--- src/rtl/ofs_plat_host_mem_rd_arbiter.sv ---
// Round-robin arbiter merging per-port host-memory reads onto one request channel,
// routing tagged responses back by port id, with per-port in-flight caps and a drain handshake.
module ofs_plat_host_mem_rd_arbiter #(
   parameter int unsigned NUM_PORTS       = 2,
   parameter int unsigned ADDR_W          = 42,
   parameter int unsigned MAX_OUTSTANDING = 64,
   parameter int unsigned DATA_W          = 512
) (
   input  logic                        clk,
   input  logic                        reset_n,
   input  logic [NUM_PORTS-1:0]        req_valid,
   input  logic [NUM_PORTS*ADDR_W-1:0] req_addr,
   input  logic [NUM_PORTS*12-1:0]     req_mdata,
   output logic [NUM_PORTS-1:0]        req_ready,
   output logic                        c0tx_valid,
   output logic [ADDR_W-1:0]           c0tx_addr,
   output logic [15:0]                 c0tx_mdata,
   input  logic                        c0tx_almfull,
   input  logic                        c0rx_valid,
   input  logic [15:0]                 c0rx_mdata,
   input  logic [DATA_W-1:0]           c0rx_data,
   output logic [NUM_PORTS-1:0]        rsp_valid,
   output logic [11:0]                 rsp_mdata,
   output logic [DATA_W-1:0]           rsp_data,
   input  logic                        drain_req,
   output logic                        drain_done,
   output logic                        err_sticky
);

   localparam int unsigned CNT_W = $clog2(MAX_OUTSTANDING + 1);
   localparam int unsigned PTR_W = $clog2(NUM_PORTS);
   localparam int unsigned TAG_W = 12;
   localparam int unsigned PID_W = 4;

   typedef enum logic [1:0] {ST_RUN, ST_DRAINING, ST_DRAINED} state_t;

   state_t                  r_state;
   state_t                  w_state_next;
   logic                    w_drain_done_next;
   logic [PTR_W-1:0]        r_rr_ptr;
   logic [PTR_W-1:0]        w_win;
   logic                    w_found;
   logic                    w_accept;
   logic                    w_idle;
   logic [NUM_PORTS-1:0]    w_ready;
   logic [NUM_PORTS-1:0]    w_inc;
   logic [NUM_PORTS-1:0]    w_elig;
   logic [NUM_PORTS-1:0]    w_zero;
   logic                    w_all_zero;
   logic [CNT_W-1:0]        r_outstanding [NUM_PORTS];
   logic [ADDR_W-1:0]       w_win_addr;
   logic [15:0]             w_win_mdata;
   logic [PID_W-1:0]        w_rsp_port;
   logic                    w_rsp_in_range;
   logic [NUM_PORTS-1:0]    w_rsp_hit;
   logic                    w_rsp_underflow;
   logic                    r_c0tx_valid;
   logic [ADDR_W-1:0]       r_c0tx_addr;
   logic [15:0]             r_c0tx_mdata;
   logic [NUM_PORTS-1:0]    r_rsp_valid;
   logic [TAG_W-1:0]        r_rsp_mdata;
   logic [DATA_W-1:0]       r_rsp_data;
   logic                    r_drain_done;
   logic                    r_err_sticky;

   // Per-port credit status
   always_comb begin
      w_elig = '0;
      w_zero = '0;
      for (int p = 0; p < int'(NUM_PORTS); p++) begin
         w_elig[p] = r_outstanding[p] < CNT_W'(MAX_OUTSTANDING);
         w_zero[p] = r_outstanding[p] == '0;
      end
   end

   assign w_all_zero = &w_zero;

   // Round-robin search starting at r_rr_ptr
   always_comb begin
      int v_idx;
      w_found = 1'b0;
      w_win   = '0;
      v_idx   = 0;
      for (int i = 0; i < int'(NUM_PORTS); i++) begin
         v_idx = (int'(r_rr_ptr) + i) % int'(NUM_PORTS);
         if (!w_found && req_valid[PTR_W'(v_idx)] && w_elig[PTR_W'(v_idx)]) begin
            w_found = 1'b1;
            w_win   = PTR_W'(v_idx);
         end
      end
   end

   always_comb begin
      w_ready = '0;
      if (reset_n && (r_state == ST_RUN) && !c0tx_almfull && w_found) begin
         w_ready[w_win] = 1'b1;
      end
   end

   assign req_ready   = w_ready;
   assign w_inc       = req_valid & w_ready;
   assign w_accept    = |w_inc;
   assign w_win_addr  = req_addr[32'(w_win)*ADDR_W +: ADDR_W];
   assign w_win_mdata = {PID_W'(w_win), req_mdata[32'(w_win)*TAG_W +: TAG_W]};

   // Response decode: out-of-range port ids are dropped
   assign w_rsp_port     = c0rx_mdata[15:12];
   assign w_rsp_in_range = 32'(w_rsp_port) < NUM_PORTS;

   always_comb begin
      w_rsp_hit = '0;
      if (c0rx_valid && w_rsp_in_range) begin
         w_rsp_hit[PTR_W'(w_rsp_port)] = 1'b1;
      end
   end

   assign w_rsp_underflow = |(w_rsp_hit & w_zero);
   assign w_idle          = w_all_zero && !r_c0tx_valid && !w_accept;

   always_ff @(posedge clk or negedge reset_n) begin
      if (!reset_n) begin
         r_state <= ST_RUN;
      end else begin
         r_state <= w_state_next;
      end
   end

   always_comb begin
      w_state_next      = r_state;
      w_drain_done_next = 1'b0;
      case (r_state)
         ST_RUN: begin
            if (drain_req) w_state_next = w_idle ? ST_DRAINED : ST_DRAINING;
         end
         ST_DRAINING: begin
            if (!drain_req)  w_state_next = ST_RUN;
            else if (w_idle) w_state_next = ST_DRAINED;
         end
         ST_DRAINED: begin
            if (!drain_req) w_state_next = ST_RUN;
         end
         default: w_state_next = ST_RUN;
      endcase
      w_drain_done_next = (w_state_next == ST_DRAINED);
   end

   // Request path, pointer, status flags
   always_ff @(posedge clk or negedge reset_n) begin
      if (!reset_n) begin
         r_c0tx_valid <= 1'b0;
         r_c0tx_addr  <= '0;
         r_c0tx_mdata <= '0;
         r_rr_ptr     <= '0;
         r_drain_done <= 1'b0;
         r_err_sticky <= 1'b0;
      end else begin
         r_c0tx_valid <= w_accept;
         if (w_accept) begin
            r_c0tx_addr  <= w_win_addr;
            r_c0tx_mdata <= w_win_mdata;
            r_rr_ptr     <= (32'(w_win) == NUM_PORTS - 1) ? '0 : w_win + PTR_W'(1);
         end
         r_drain_done <= w_drain_done_next;
         if (c0rx_valid && (!w_rsp_in_range || w_rsp_underflow)) begin
            r_err_sticky <= 1'b1;
         end
      end
   end

   // Response path
   always_ff @(posedge clk or negedge reset_n) begin
      if (!reset_n) begin
         r_rsp_valid <= '0;
         r_rsp_mdata <= '0;
         r_rsp_data  <= '0;
      end else begin
         r_rsp_valid <= w_rsp_hit;
         if (c0rx_valid) begin
            r_rsp_mdata <= c0rx_mdata[11:0];
            r_rsp_data  <= c0rx_data;
         end
      end
   end

   // In-flight counters; simultaneous accept and response cancel, underflow saturates at zero
   always_ff @(posedge clk or negedge reset_n) begin
      if (!reset_n) begin
         for (int p = 0; p < int'(NUM_PORTS); p++) r_outstanding[p] <= '0;
      end else begin
         for (int p = 0; p < int'(NUM_PORTS); p++) begin
            if (w_inc[p] && !w_rsp_hit[p]) begin
               r_outstanding[p] <= r_outstanding[p] + CNT_W'(1);
            end else if (!w_inc[p] && w_rsp_hit[p] && !w_zero[p]) begin
               r_outstanding[p] <= r_outstanding[p] - CNT_W'(1);
            end
         end
      end
   end

   assign c0tx_valid = r_c0tx_valid;
   assign c0tx_addr  = r_c0tx_addr;
   assign c0tx_mdata = r_c0tx_mdata;
   assign rsp_valid  = r_rsp_valid;
   assign rsp_mdata  = r_rsp_mdata;
   assign rsp_data   = r_rsp_data;
   assign drain_done = r_drain_done;
   assign err_sticky = r_err_sticky;

endmodule

--- config.mk ---
export PLATFORM = sky130hd
export DESIGN_NAME = ofs_plat_host_mem_rd_arbiter
export DESIGN_NICKNAME = d
export VERILOG_FILES = /design/src/rtl/ofs_plat_host_mem_rd_arbiter.sv
export SDC_FILE = /design/constraint.sdc
export NUM_CORES = 1
export LEC_CHECK = 0
export CAP_MARGIN = 20
export CORE_AREA = 2 2 476 478
export DETAILED_ROUTE_END_ITERATION = 10
export DIE_AREA = 0 0 478 480
export GPL_TIMING_DRIVEN = 0
export SETUP_SLACK_MARGIN = 0.05
export SYNTH_ARGS = -nofsm -noshare
export SYNTH_HDL_FRONTEND = slang
export SYNTH_SLANG_ARGS = --single-unit
--- constraint.sdc ---
create_clock -name clk -period 9.2 [get_ports clk]
set_clock_uncertainty 0.1 [all_clocks]
set_input_delay 1.84 -clock clk [delete_from_list [all_inputs] [get_ports clk]]
set_output_delay 1.84 -clock clk [all_outputs]
set_load 0.05 [all_outputs]
Word level (Yosys, flattened, before mapping)
Index checks and enable logic that the tools add are counted.

Register bits: 601. Input bits: 643. Output and inout port bits: 589. Word-level logic and storage cells: 102.

Add/subtract/negate cells: 6. Multipliers: 2. Order comparisons: 8. Equality and inequality tests: 3. Shifts and indexed selects: 2. Muxes and demuxes: 29. Bitwise operators: 2. Reductions and logical operators: 38.

Operator list (number): $shiftx 84x8->42 (1); $mux 7 (4); $shiftx 24x6->12 (1); $logic_and 1x1->1 (18); $mux 1 (15); $add 7x1->7 const B (2); $logic_not 7->1 (2); $mux 2 (7); $sub 7x1->7 const B (2); $logic_not 1->1 (11); $lt 7x7->1 const B (1); $lt 1x3->1 const B (2); $mul 1x5->6 const B (1); $pmux 2 s3 (1); $and 2x2->2 (2); $eq 2x2->1 const B (2); $lt 1x2->1 const B (2); $lt 4x2->1 const B (1); $reduce_bool 2->1 (2); $reduce_or 2->1 (2); $mul 1x2->3 const B (1); $add 1x1->1 const B (2); $demux 1 s1 (2); $eq 2x1->1 const B (1); other kinds (4) (5).

Logic depth before layout (Yosys ltp)
Depth in word-level cells: 22. Mapped depth: 10. Gate-level depth less buffers: 10.

Worst setup path before layout
No wires, ideal clock.

Path type: input to output. Start: input reset_n. End: output req_ready[0]. Arrival time: 3.388 ns. Required time: 7.260 ns. Setup slack: 3.872 ns. Stages: 5. Path buffers: 2. Path through: or4b_4 or3_4 clkbuf_1 clkbuf_1 inv_1.

Word-level cells in the longest chain between the ends: 4.

RTL lines: start, declared (RTL line 10) `input logic reset_n,`; $logic_and 1x1->1 (3 in series) (RTL line 95) `if (reset_n && (r_state == ST_RUN) && !c0tx_almfull && w_found) begin`; $mux 2 (RTL line 95); end, declared (RTL line 14) `output logic [NUM_PORTS-1:0] req_ready,`.

Every way passes these cells.

Final worst setup path
Ends and elaborated chain as after synthesis.

==> impl_metrics.ini <==
[setup_path]
r2r-start = r_outstanding[13]$_DFFE_PN0P_
worstPathMaxFanout = 99
crit_start = reset_n
required_ps = 7260
start_kind = input port
end_kind = primary output
crit_type = in -> out
arrival_ps = 5830

[logic_synthesis]
synth_edf_count = 0
synth_cell_types = 44
synthFlopType = dfrtp_1
ys_seq_area_share_pct = 64.62
syn_avg_cell_area_um2 = 15.33
synth_area_um2 = 23270
yosys_warnings = 0
syn_inst = 1518
ys_seq_elements = 601
async_flop_share_pct = 100.0

[clock_tree]
postCtsSetupBuffers = 0
cts_made_buffers = 78
cts-resized-gates = 0
clock_latency_ps = 690
cts_root_buf = clkbuf_16
cts_tree = built
clock_path_buffers = 3
clock_sinks = 601
clk_pin_slew_ps = 50
htreeDepth = 3
cts_hold_buf = 0

[global_route]
met2_usage_pct = 23.74
gr-usage-met1_pct = 18.36
antenna_found_initial = 205
grt_pass1_vias = 20650
use_met3_pct = 11.54
gr-total-overflow = 0
grt_max_degree = 120
grt-busiest-layer = met2
grtUsageTotal_pct = 16.17
grt_pass1_wl_um = 237600

[timing]
drv_slew = 0
tns_ps = 0
period_needed_ps = 7765
fin_crit_sh_pct = 84.41
fmax_mhz = 128.8
slew_headroom_pct = 24.49
finalHoldViolCount = 0
grt_setup_unrepaired = no
tightest_slew_ps = 1124
setup_viol = 0

[drt]
first_pass_iters = 6
avgViaCountPerCell = 3.435
ant_nets = 0
avgRoutedWirePerCell_um = 32.21
finalWirelength_um = 191000
drc = 0
initialDrtViolationCount = 1328
vias = 20370

[cells_and_area]
final_layout_size_suffix_gt1_share_pct = 23.39
instances_no_fill = 5929
finalNetCount = 3490
synthToLayoutAreaGrowth_pct = 81.49
layout_commonest_cell = clkdlybuf4s50_1
layout_common_cells = clkdlybuf4s50_1 (1,226), dfrtp_1 (601), mux2_2 (529), clkbuf_1 (99)

[placed_design]
io_buffers = 1227
gp_congestion = 1.078
dpl.cell_count = 5747
dp_hpwl_um = 168700

[power]
p_per_area_nw_per_um2 = 221.8
p_leak_uw = 0.01610
vdd_ir_drop_max_v = 0.0001264

[floorplan]
die_area_um2 = 229400
coreArea_um2 = 224000
chipHeight_um = 480
die-width_um = 478
io_pins = 1232
start_util_pct = 10.39
rows = 174

[hold_path]
min-delay-start = r_outstanding[6]$_DFFE_PN0P_
holdCritPathClass = reg -> reg

[outcome]
status = completed

[run]
drv_cap = 0
## flip-flops by register name, summed over array words and instances, names as in the netlist
name           count
drain_done         1
r_state            2
rsp_valid          2
r_outstanding     14
rsp_data         512
rsp_mdata         12
r_rr_ptr           1
c0tx_mdata        13
c0tx_addr         42
c0tx_valid         1
err_sticky         1
## cells by family after synthesis
family	synth area share (%)
flip-flops	64.62
multiplexers	25.92
AO/OA/AOI/OAI	5.010
buffers and inverters	1.763
AND/OR/NAND/NOR	1.511
adder cells (fa/ha/maj)	0.7096
XOR/XNOR	0.4516
other	0.01611
## final cells by class
class | count | area [um^2]
fill | 24230 | 181800
antenna | 42 | 105.1
tap | 2992 | 3744
multi-input combinational | 815 | 7831
clock inverter | 31 | 406.6
clock buffer | 109 | 2218
buffer | 98 | 390.4
timing repair buffer | 1235 | 12480
inverter | 6 | 22.52
sequential | 601 | 15040
## cells in the mapped netlist (4+ instances only)
cell type    n  area (um^2)
nor2_1       4        15.01
xnor2_1      8        70.07
nand3_1      4        20.02
buf_1        8        30.03
mux2_2     529         5957
a21oi_1     63        315.3
o22ai_1     78        488.0
dfrtp_1    601        15040
o21bai_1    32        240.2
xor2_1       4        35.03
clkbuf_1    85        319.1
o21ai_0      4        20.02
a21o_1       4        30.03
nand2_1      5        18.77
nor3_1      32        160.2
ha_1        10        125.1
inv_1        6        22.52
## report_power, final
part / switching (uW) / internal [uW] / total (uW)
combinational: 1890 / 1090 / 2990
sequential: 232 / 2960 / 3190
clock: 1330 / 1860 / 3190
## layer usage
| metal | share of wire (%) | vias to the layer above |
|---|---|---|
| met5 | 0.32 | - |
| met4 | 3.8 | 70 |
| met3 | 16 | 469 |
| met2 | 42 | 1478 |
| met1 | 38 | 10130 |
| li1 | - | 8214 |
## critical path: stages
cell and delay [ps]:
buf_8 410, buf_16 440, buf_16 390, or4b_4 570, or3_4 360, clkbuf_1 260
clkbuf_1 320, inv_1 120, clkdlybuf4s50_1 800
## metrics by stage
stage	setup WS [ps]	utilization, %	cell area [um^2]	hold WS (ps)	power (uW)
global route	1129	18.83	42190	385.4	9767
floorplan	3872	-	23280	347.3	4760
finish	1435	18.85	42240	383.1	9369
global placement	-22070	17.55	39310	370.4	6209
detailed placement	1350	17.64	39510	368.2	6233
CTS	1361	18.81	42130	379.5	9533
## final timing paths
kind	to	slack, ps	cells after the start
max in group asynchronous	rsp_data[27]$_DFFE_PN0P_	6260	3
min reg2reg	r_outstanding[6]$_DFFE_PN0P_	380	1
min	r_outstanding[6]$_DFFE_PN0P_	380	1
max reg2reg	r_outstanding[13]$_DFFE_PN0P_	5850	10
max	req_ready[0]	1430	9
min in group asynchronous	rsp_data[335]$_DFFE_PN0P_	1020	1
No activity file was read; power rests on OpenSTA's default activity.
